File: config.mk
export PLATFORM = sky130hd
export DESIGN_NAME = game_sequencer
export DESIGN_NICKNAME = d
export VERILOG_FILES = /design/src/rtl/game_sequencer.sv
export SDC_FILE = /design/constraint.sdc
export NUM_CORES = 1
export LEC_CHECK = 0
export ABC_AREA = 1
export ABC_CLOCK_PERIOD_IN_PS = 6050
export CORE_MARGIN = 1.5
export CORE_UTILIZATION = 56
export DETAILED_ROUTE_END_ITERATION = 8
export GPL_TIMING_DRIVEN = 0
export PLACE_DENSITY = 0.79
export SETUP_SLACK_MARGIN = 0.1
export SLEW_MARGIN = 20
export SYNTH_ARGS = -nofsm -noshare
export SYNTH_HDL_FRONTEND = slang
export SYNTH_SLANG_ARGS = --single-unit
File: constraint.sdc
create_clock -name clk -period 6.05 [get_ports clk]
set_clock_uncertainty 0.1 [all_clocks]
set_input_delay 0.9075 -clock clk [delete_from_list [all_inputs] [get_ports clk]]
set_output_delay 0.9075 -clock clk [all_outputs]
set_load 0.01 [all_outputs]
File: src/rtl/game_sequencer.sv
// Game controller for the flappy-bird datapath: button synchroniser and
// debouncer, IDLE/PLAY/DYING/OVER state machine, flap pulses, score and
// high-score keeping. Every output comes straight from a flop.
module game_sequencer #(
    parameter int DEBOUNCE_CYCLES = 250000,
    parameter int DEATH_FRAMES    = 60,
    parameter int OVER_HOLD       = 30
) (
    input  logic        clk,
    input  logic        reset,
    input  logic        btn_raw,
    input  logic        frame_tick,
    input  logic        collision,
    input  logic        pass_flag,
    output logic        world_reset,
    output logic        world_enable,
    output logic        flap,
    output logic [1:0]  state,
    output logic [15:0] score,
    output logic [15:0] high_score,
    output logic        new_high
);

    localparam int DB_W = (DEBOUNCE_CYCLES > 2) ? $clog2(DEBOUNCE_CYCLES) : 1;

    typedef enum logic [1:0] {
        S_IDLE  = 2'd0,
        S_PLAY  = 2'd1,
        S_DYING = 2'd2,
        S_OVER  = 2'd3
    } state_t;

    logic            r_sync1, r_sync2;
    logic [DB_W-1:0] r_db_cnt;
    logic            r_db_level, r_db_level_d;
    logic            r_pass_prev;
    state_t          r_state;
    logic [7:0]      r_frame_cnt;
    logic [15:0]     r_score, r_high;
    logic            r_new_high, r_flap, r_world_reset, r_world_enable;

    logic            w_press, w_pass_edge;
    logic [7:0]      w_frame_inc;
    state_t          w_state_next;
    logic [7:0]      w_frame_cnt_next;
    logic [15:0]     w_score_next, w_high_next;
    logic            w_new_high_next, w_flap_next;

    // Press is the first cycle the debounced level is seen high.
    assign w_press     = r_db_level & ~r_db_level_d;
    assign w_pass_edge = pass_flag & ~r_pass_prev;
    assign w_frame_inc = r_frame_cnt + 8'd1;

    // Two-flop synchroniser followed by a stability counter on the button.
    always_ff @(posedge clk or posedge reset) begin
        if (reset) begin
            r_sync1      <= 1'b0;
            r_sync2      <= 1'b0;
            r_db_cnt     <= '0;
            r_db_level   <= 1'b0;
            r_db_level_d <= 1'b0;
        end else begin
            r_sync1      <= btn_raw;
            r_sync2      <= r_sync1;
            r_db_level_d <= r_db_level;
            if (r_sync2 == r_db_level) begin
                r_db_cnt <= '0;
            end else if (r_db_cnt == DB_W'(DEBOUNCE_CYCLES - 1)) begin
                r_db_level <= ~r_db_level;
                r_db_cnt   <= '0;
            end else begin
                r_db_cnt <= r_db_cnt + 1'b1;
            end
        end
    end

    // Previous pass_flag sample for edge detection; tracks in every state.
    always_ff @(posedge clk or posedge reset) begin
        if (reset) r_pass_prev <= 1'b0;
        else       r_pass_prev <= pass_flag;
    end

    // Next-state, counter, score and flap decisions.
    always_comb begin
        w_state_next     = r_state;
        w_frame_cnt_next = r_frame_cnt;
        w_score_next     = r_score;
        w_high_next      = r_high;
        w_new_high_next  = r_new_high;
        w_flap_next      = 1'b0;
        case (r_state)
            S_IDLE: begin
                if (w_press) begin
                    w_state_next    = S_PLAY;
                    w_flap_next     = 1'b1;
                    w_score_next    = 16'd0;
                    w_new_high_next = 1'b0;
                end
            end
            S_PLAY: begin
                // Collision overrides both a flap and a pass in the same cycle.
                if (collision) begin
                    w_state_next     = S_DYING;
                    w_frame_cnt_next = 8'd0;
                end else begin
                    w_flap_next = w_press;
                    if (w_pass_edge && (r_score != 16'hFFFF))
                        w_score_next = r_score + 16'd1;
                end
            end
            S_DYING: begin
                if (frame_tick) begin
                    if (w_frame_inc == 8'(DEATH_FRAMES)) begin
                        w_state_next     = S_OVER;
                        w_frame_cnt_next = 8'd0;
                        if (r_score > r_high) begin
                            w_high_next     = r_score;
                            w_new_high_next = 1'b1;
                        end
                    end else begin
                        w_frame_cnt_next = w_frame_inc;
                    end
                end
            end
            default: begin // S_OVER
                if (w_press && (r_frame_cnt == 8'(OVER_HOLD))) begin
                    w_state_next = S_IDLE;
                end else if (frame_tick && (r_frame_cnt != 8'(OVER_HOLD))) begin
                    w_frame_cnt_next = w_frame_inc;
                end
            end
        endcase
    end

    // State register plus all registered outputs.
    always_ff @(posedge clk or posedge reset) begin
        if (reset) begin
            r_state        <= S_IDLE;
            r_frame_cnt    <= 8'd0;
            r_score        <= 16'd0;
            r_high         <= 16'd0;
            r_new_high     <= 1'b0;
            r_flap         <= 1'b0;
            r_world_reset  <= 1'b1;
            r_world_enable <= 1'b0;
        end else begin
            r_state        <= w_state_next;
            r_frame_cnt    <= w_frame_cnt_next;
            r_score        <= w_score_next;
            r_high         <= w_high_next;
            r_new_high     <= w_new_high_next;
            r_flap         <= w_flap_next;
            r_world_reset  <= (w_state_next == S_IDLE);
            r_world_enable <= (w_state_next == S_PLAY);
        end
    end

    assign state        = r_state;
    assign score        = r_score;
    assign high_score   = r_high;
    assign new_high     = r_new_high;
    assign flap         = r_flap;
    assign world_reset  = r_world_reset;
    assign world_enable = r_world_enable;

endmodule
==> impl_summary.log, run 1 <==
INFO  metric status = finished clean
INFO  metric grt_antenna_before_repair = 0
INFO  metric cts_hold_buffers = 0
INFO  metric drtPass1Iterations = 7
INFO  metric final.fill_count = about 630
INFO  metric critPathSlowestCell = sky130_fd_sc_hd__clkdlybuf4s50_1
INFO  metric finish.utilization = 68.98%
INFO  metric clockBufferDepth = 2
INFO  metric leakagePower = 2.357 nW
INFO  metric fin_nets = 646
INFO  metric cellPowerDensity = ~230 nW/um^2
INFO  metric place.port_buffers = 43
INFO  metric clock_insertion_delay_worst_skew = 0.34 ns
INFO  metric cts_tree = built
INFO  metric met2_routed_wl = approximately 4700 um
INFO  metric via_per_inst = ~5.4
INFO  metric global_route.overflow_total = 0
INFO  metric flow.area_growth_from_synthesis = 19.52%
INFO  metric seq_area_frac_synth = ~41%
INFO  metric clock_power_share = 36.8%
INFO  metric maxSlewViolCount = 0
INFO  metric worst-setup-path-type = reg -> out
INFO  metric finalHoldViolCount = 0
INFO  metric grt_pass1_wl = 16390 um
INFO  metric share_seq_of_total_power = 44.7%
INFO  metric required = around 5.0 ns
INFO  metric setup_viol = 0
INFO  metric detailroute.wirelength.met3 = between 400 and 500 um
INFO  metric ys_async_sr_fraction = 100.0%
INFO  metric yosys_register_bits = between 60 and 70
INFO  metric synth-xor-area-share = ~4.2%
INFO  metric min_period = around 2.5 ns
INFO  metric worstMarginPinSlew = approximately 0.57 ns
INFO  metric synth.distinct_cells = 31
INFO  metric synth_simple_gate_area_share = a little over a third
INFO  metric synth-compound-area-share = 5.051%
INFO  metric pre_cts_slack = between 3 and 4 ns
INFO  metric synth.top_cell.area_share = 40.65%
INFO  metric endpoint_kind = output pin
INFO  metric synth_top_family_by_area = simple AND/OR/NAND/NOR gates
INFO  metric yosys.area_share.adder = 7.173%
INFO  metric worstPathArrival = 1.50 ns
INFO  metric routed_wirelength = approximately 9800 um
INFO  metric max-vdd-ir-drop = 0.2121 mV
INFO  metric share_comb_of_total_power = roughly 19%
INFO  metric crit_path_max_fanout = 7
INFO  metric route.detailed.wl_per_inst = approximately 14 um
INFO  metric fp-row-count = 31
INFO  metric crit_path_start_kind = flop
INFO  metric max_freq = around 400 MHz
INFO  metric crit_family = buffers and inverters
INFO  metric layout_setup_ws = between 3 and 4 ns
INFO  metric vias = roughly 3900
INFO  metric worst_relative_slew_slack = about three fifths
INFO  metric synth_fp_nets = slightly below 600
INFO  metric die_area = roughly 8000 sq um
INFO  metric layout-drive-gt1-share = under 10%
INFO  metric post-cts-setup-buffers = 0
INFO  metric synthMostInstantiatedCell = sky130_fd_sc_hd__nand2_1
INFO  metric ctsResizeCount = 0
INFO  metric setup-tns-final = 0 ns
INFO  metric grt.total_usage = 26.51%
INFO  metric largest_net_degree_at_the_start_of_global_routing = between 50 and 60
INFO  metric clk_pin_slew = 0.07 ns
INFO  metric hp-class = reg -> reg
INFO  metric cell_types_with_the_largest_area_share_after_synthesis = sky130_fd_sc_hd__dfrtp_1 41%, sky130_fd_sc_hd__nand2_1 14%, sky130_fd_sc_hd__ha_1 7.2%, sky130_fd_sc_hd__inv_1 6.2%, sky130_fd_sc_hd__nor2_1 6.0%
INFO  metric detail-route-antenna-nets = 0
INFO  metric initial_core_util = 57.72%
INFO  metric p_switching = approximately 0.35 mW
INFO  metric maxCapViolations = 0
INFO  metric timing.critical_path.slowest_cell_delay = between 0.6 and 0.7 ns
INFO  metric cts-buffers-inserted = 9
INFO  metric finalCritPeriodShare = 41.51%
INFO  metric dr.max_layer_used = met4
INFO  metric synth_area_leader_cell = sky130_fd_sc_hd__dfrtp_1
INFO  metric postSynthCellCount = 561
INFO  metric footprint_of_the_flip_flops_and_latches = between 1500 and 2000 sq um
INFO  metric drt-met1-wl = between 4000 and 5000 um
INFO  metric synth.avg_cell_area = 7.463 sq um
INFO  metric initialDrtViolationCount = about 280
INFO  metric path_cells = clkdlybuf4s50_1
INFO  metric path_buf_inv = 1
INFO  metric cts_max_level = 3
INFO  metric area_taken_by_multi_input_logic_gates = between 2000 and 2500 sq um
INFO  metric netSwitchingFraction = 29.84%
INFO  metric cellInternalPower = 0.8230 mW
INFO  metric mappedNetlistArea = 4187 sq um
INFO  metric dieWidth = around 90 um
INFO  metric place.gp.congestion = approximately 0.9
INFO  metric yosys_warnings = 0
INFO  metric die_height = ~89 um
INFO  metric tritoncts_num_sinks = between 60 and 70
INFO  metric synth-main-ff-cell = sky130_fd_sc_hd__dfrtp_1
INFO  metric dp_hpwl = 7317 um
INFO  metric drt_drc_violations_left = 0
INFO  metric root_buffer = sky130_fd_sc_hd__clkbuf_8
INFO  metric grt_pass1_vias = 3623
INFO  metric antenna-diode-count = 0
INFO  metric boundaryPins = 44
INFO  metric coreArea = around 7300 sq um
INFO  metric synth_edf_count = 0
INFO  metric post_synth_mux_area_share = 0%
INFO  metric grt_setup_unrepaired = false
INFO  metric synth.top_cells.by_count = 158 x sky130_fd_sc_hd__nand2_1, 69 x sky130_fd_sc_hd__inv_1, 68 x sky130_fd_sc_hd__dfrtp_1
kinds of logic (layout without fill, tap and decap cells):
logic type | after synthesis | in the layout
DFF | 69 | 69
AOI/OAI and AO/OA | 39 | 39
adders and majority gates | 24 | 24
and+or+nand+nor | 329 | 329
xor gates and xnor gates | 20 | 20
buffers and inverters | 80 | 140
through the flow:
step	cells	power [mW]	cell area (sq um)	hold WS [ns]
5_1_grt	720	1.241	5004	0.2653
3_5_place_dp	704	0.7487	4771	0.2370
4_1_cts	720	1.180	5004	0.2548
6_report	720	1.173	5004	0.2507
2_1_floorplan	561	0.6833	4187	0.2312
3_3_place_gp	703	0.7365	4741	0.2338
metal layers:
| metal | global-route usage [%] | vias to the layer above |
|---|---|---|
| met5 | 0 | - |
| met4 | 8.811 | 0 |
| met3 | 4.247 | 19 |
| met2 | 43.81 | 116 |
| met1 | 35.63 | 1818 |
| li1 | - | 1933 |
power by group through the flow:
stage | registers [mW] | logic (mW) | clock network (mW)
4_1_cts | 0.524 | 0.217 | 0.439
3_5_place_dp | 0.532 | 0.217 | 0
6_report | 0.524 | 0.217 | 0.432
2_1_floorplan | 0.529 | 0.155 | 0
3_3_place_gp | 0.531 | 0.205 | 0
5_1_grt | 0.530 | 0.250 | 0.461
sequential cells by signal, indices dropped and copies added (netlist names):
| signal | count |
|---|---|
| flap | 1 |
| high_score | 16 |
| new_high | 1 |
| r_db_cnt | 18 |
| r_db_level | 1 |
| r_db_level_d | 1 |
| r_frame_cnt | 8 |
| r_pass_prev | 1 |
| r_sync1 | 1 |
| r_sync2 | 1 |
| score | 16 |
| state | 2 |
| world_enable | 1 |
| world_reset | 1 |
layout make-up:
class | count | share of cell area, %
Tap cell | 99 | 2.476
Clock inverter | 5 | 1.625
Clock buffer | 11 | 3.026
Sequential cell | 69 | 34.53
Inverter | 69 | 5.226
Timing Repair Buffer | 44 | 9.152
Buffer | 11 | 1.175
Multi-Input combinational cell | 412 | 42.79
path summary, 6_finish.rpt:
path	start	endpoint	slack [ns]	cells after the start
worst max-delay path	score[4]	score[4]	3.54	1
worst min register to register	r_sync1	r_sync2	0.25	0
worst min-delay path	r_sync1	r_sync2	0.25	0
worst max register to register	score[7]	high_score[3]	3.69	10
max in group asynchronous	reset	score[2]	4.58	3
min in group asynchronous	reset	flap	0.74	2
cells in the final DEF, fill, tap and decap left out, drive strengths merged:
cell / n
nand3: 41
o21bai: 1
nand2: 160
a211oi: 1
nor3: 18
o211ai: 1
ha: 24
inv: 70
dfstp: 1
clkbuf: 15
clkinv: 1
xor2: 20
o21a: 1
or2: 1
a32oi: 1
a21oi: 15
a31oi: 2
nor4: 4
buf: 8
bufinv: 2
o21ai: 17
dfrtp: 68
nand3b: 2
nor2: 71
clkinvlp: 1
clkdlybuf4s50: 43
nor3b: 3
nand4: 29
No activity file was read; power rests on OpenSTA's default activity.
==> run 2, diff against run 1 <==
ABC_CLOCK_PERIOD_IN_PS = 2100   (was 6050)
CORE_UTILIZATION = 52   (was 56)
PLACE_DENSITY = 0.77   (was 0.79)
clock period = 2.1 ns   (was 6.05 ns; I/O delays follow)
==> run 2 against run 1 <==
Critical path depth grew 8. First-iteration DRC count shrank 26%. Utilization is 1.3 points higher. Sequential share of layout area decreased by 2.4 points. Flip-flop and latch count unchanged. Die area increased by 7.4%. Hold slack got worse by 0.11 ns. Final cell count grew 5.4%. Register-to-register slack worse by 3.6 ns. Count of clock-buffer cells in the layout shrank 1. Largest cell class unchanged.
==> impl_summary.log, run 2 (synthesis gave the netlist of run 1 again) <==
INFO  metric status = finished clean (unchanged)
INFO  metric timing.critical_path.mode_cell = sky130_fd_sc_hd__a21oi_1
INFO  metric worst_hold_slack = 0.1450 ns (was 0.2507 ns)
INFO  metric initialDrtViolationCount = 208 (was 282)
INFO  metric routed_wirelength = 10500 um (was 9784 um)
INFO  metric dp_hpwl = 7009 um (was 7317 um)
INFO  metric detail-route-antenna-nets = 0 (unchanged)
INFO  metric dieWidth = 92.73 um (was 89.47 um)
INFO  metric min_period = about 2.0 ns
INFO  metric via_per_inst = 5.416 (was 5.397)
INFO  metric route.detailed.wl_per_inst = 13.83 um (was 13.59 um)
INFO  metric grt_pass1_wl = 16300 um (was 16390 um)
INFO  metric fin_nets = 682 (was 646)
INFO  metric r2r_start = high_score[13] (was score[7])
INFO  metric maxCapViolations = 0 (unchanged)
INFO  metric die_height = 92.73 um (was 89.47 um)
INFO  metric place.gp.congestion = 0.9302 (was 0.8982)
INFO  metric worst_relative_slew_slack = 67.75% (was 61.41%)
INFO  metric maxSlewViolCount = 0 (unchanged)
INFO  metric cts_max_level = 3 (unchanged)
INFO  metric root_buffer = sky130_fd_sc_hd__clkbuf_8 (unchanged)
INFO  metric die_area = 8598 sq um (was 8004 sq um)
INFO  metric cts_tree = built (unchanged)
INFO  metric reg2regPathDepth = 9 (was 10)
INFO  metric largest_reg_flops = 18 (unchanged)
INFO  metric max_freq = approximately 500 MHz
INFO  metric setup.reg_to_reg.worst_slack = 0.11 ns (was 3.69 ns)
INFO  metric worstPathArrival = 2.14 ns (was 1.50 ns)
INFO  metric layout-drive-gt1-share = 20.40% (was 5.314%)
INFO  metric timing.critical_path.slowest_cell_delay = 0.42 ns (was 0.61 ns)
INFO  metric required = 2.25 ns (was 5.04 ns)
INFO  metric finalPower = 3.316 mW (was 1.173 mW)
INFO  metric max-vdd-ir-drop = 0.6891 mV (was 0.2121 mV)
INFO  metric registers.top_by_ff_count = r_db_cnt (unchanged)
INFO  metric p_switching = 1.098 mW (was 0.3501 mW)
INFO  metric setup_viol = 0 (unchanged)
INFO  metric cellPowerDensity = 607.2 nW/um^2 (was 234.4 nW/um^2)
INFO  metric cellInternalPower = 2.218 mW (was 0.8230 mW)
INFO  metric place.port_buffers = 43 (unchanged)
INFO  metric grt.total_usage = 23.91% (was 26.51%)
INFO  metric clock_insertion_delay_worst_skew = 0.35 ns (was 0.34 ns)
INFO  metric drt_drc_violations_left = 0 (unchanged)
INFO  metric fp-row-count = 32 (was 31)
INFO  metric hp-class = in -> async (was reg -> reg)
INFO  metric grt_pass1_vias = 3651 (was 3623)
INFO  metric largest_net_degree_at_the_start_of_global_routing = 33 (was 57)
INFO  metric finalHoldViolCount = 0 (unchanged)
INFO  metric worst_r2r_endpoint = high_score[0] (was high_score[3])
INFO  metric clk_pin_slew = 0.08 ns (was 0.07 ns)
INFO  metric share_seq_of_total_power = 45.3% (was 44.7%)
INFO  metric leakagePower = 2.518 nW (was 2.357 nW)
INFO  metric critPathSlowestCell = sky130_fd_sc_hd__dfrtp_1 (was sky130_fd_sc_hd__clkdlybuf4s50_1)
INFO  metric layout.cells.most_common = sky130_fd_sc_hd__nand2_1 (unchanged)
INFO  metric boundaryPins = 44 (unchanged)
INFO  metric clock_power_share = 29.3% (was 36.8%)
INFO  metric vias = 4111 (was 3886)
INFO  metric initial_core_util = 53.90% (was 57.72%)
INFO  metric dp_cells = 708 (was 704)
INFO  metric crit_family = compound AO/OA/AOI/OAI gates (was buffers and inverters)
INFO  metric finalCritPeriodShare = 94.96%
INFO  metric most_frequent_cells_in_the_layout = 141 x sky130_fd_sc_hd__nand2_1, 64 x sky130_fd_sc_hd__inv_1, 56 x sky130_fd_sc_hd__nor2_1 (was 158 x sky130_fd_sc_hd__nand2_1, 68 x sky130_fd_sc_hd__inv_1, 68 x sky130_fd_sc_hd__dfrtp_1)
INFO  metric global_route.overflow_total = 0 (unchanged)
INFO  metric antenna-diode-count = 0 (unchanged)
INFO  metric endpoint_kind = flop (was output pin)
INFO  metric worst-setup-path-type = reg -> reg (was reg -> out)
INFO  metric grt_setup_unrepaired = true (was false)
INFO  metric cts-buffers-inserted = 9 (unchanged)
INFO  metric final_cell_count_no_fill = 759 (was 720)
INFO  metric drtPass1Iterations = 5 (was 7)
INFO  metric worstMarginPinSlew = 0.4838 ns (was 0.5745 ns)
INFO  metric clockBufferDepth = 2 (unchanged)
INFO  metric coreArea = 7767 sq um (was 7253 sq um)
INFO  metric crit_path_max_fanout = 10 (was 7)
INFO  metric path_buf_inv = 2 (was 1)
INFO  metric share_comb_of_total_power = 25.3% (was 18.5%)
INFO  metric flow.area_growth_from_synthesis = 30.42% (was 19.52%)
INFO  metric path_cells = inv_1 > ha_1 > a21oi_1 > o21ai_0 > a21oi_1 > nand2_4 > buf_4 > nand4_1 > nand2_2 (was clkdlybuf4s50_1)
INFO  metric grt_antenna_before_repair = 0 (unchanged)
INFO  metric crit_path_start_kind = flop (unchanged)
INFO  metric netSwitchingFraction = 33.11% (was 29.84%)
INFO  metric tritoncts_num_sinks = 69 (unchanged)
run 2: power by group through the flow:
stage / logic, mW / clock network [mW] / registers, mW
floorplan: 0.446 / 0 / 1.52
global placement: 0.590 / 0 / 1.53
detailed placement: 0.617 / 0 / 1.53
CTS: 0.772 / 0.979 / 1.49
global route: 0.932 / 1.04 / 1.51
finish: 0.840 / 0.972 / 1.50
run 2: layout make-up:
type / count / area (sq um)
Buffer: 11 / 88.84
Clock buffer: 10 / 137.6
Clock inverter: 6 / 38.79
Fill cell: 629 / 2307
Inverter: 69 / 262.8
Multi-Input combinational cell: 412 / 2305
Sequential cell: 69 / 1753
Tap cell: 102 / 127.6
Timing Repair Buffer: 80 / 747.0
run 2: stage by stage:
stage | utilization [%] | instance area (sq um) | TNS, ns | setup WS, ns
6_report | 70.30 | 5460 | 0 | 0.1058
4_1_cts | 65.54 | 5091 | 0 | 0.09767
2_1_floorplan | - | 4190 | 0 | 0.1205
5_1_grt | 70.30 | 5460 | -0.02604 | -0.01785
3_5_place_dp | 61.65 | 4788 | -4.296 | -0.1863
3_3_place_gp | 61.13 | 4748 | -2.745 | -0.1337
run 2: how the worst max path moves through the flow:
stage | from | to | cells past startpoint
final | high_score[13] | high_score[0] | 9
after global routing | high_score[13] | high_score[3] | 9
after CTS | score[11] | high_score[6] | 8
after detailed placement | score[7] | high_score[6] | 10
after global placement | score[7] | high_score[5] | 10
after floorplan | score[7] | high_score[0] | 10
run 2: worst reg2reg max path, stage by stage (launching register included):
cell                      delay, ns
sky130_fd_sc_hd__dfrtp_1       0.42
sky130_fd_sc_hd__inv_1         0.08
sky130_fd_sc_hd__ha_1          0.29
sky130_fd_sc_hd__a21oi_1       0.15
sky130_fd_sc_hd__o21ai_0       0.12
sky130_fd_sc_hd__a21oi_1       0.25
sky130_fd_sc_hd__nand2_4       0.11
sky130_fd_sc_hd__buf_4         0.19
sky130_fd_sc_hd__nand4_1       0.11
sky130_fd_sc_hd__nand2_2       0.06
run 2: what timing repair did:
action,in CTS,in global routing
setup buffers,8,25
hold buffers,0,0
pin swaps,3,13
setup endpoints to repair,40,50
resized for setup,25,65
cloned,0,2
run 2: routing by layer:
metal  wire length, um  GRT usage (%)  vias to the layer above
met3               570          3.366                       20
li1                  -              -                     2007
met4               192          10.48                        0
met1              4591          32.07                     1927
met5                 0              0                        -
met2              5146          38.60                      157
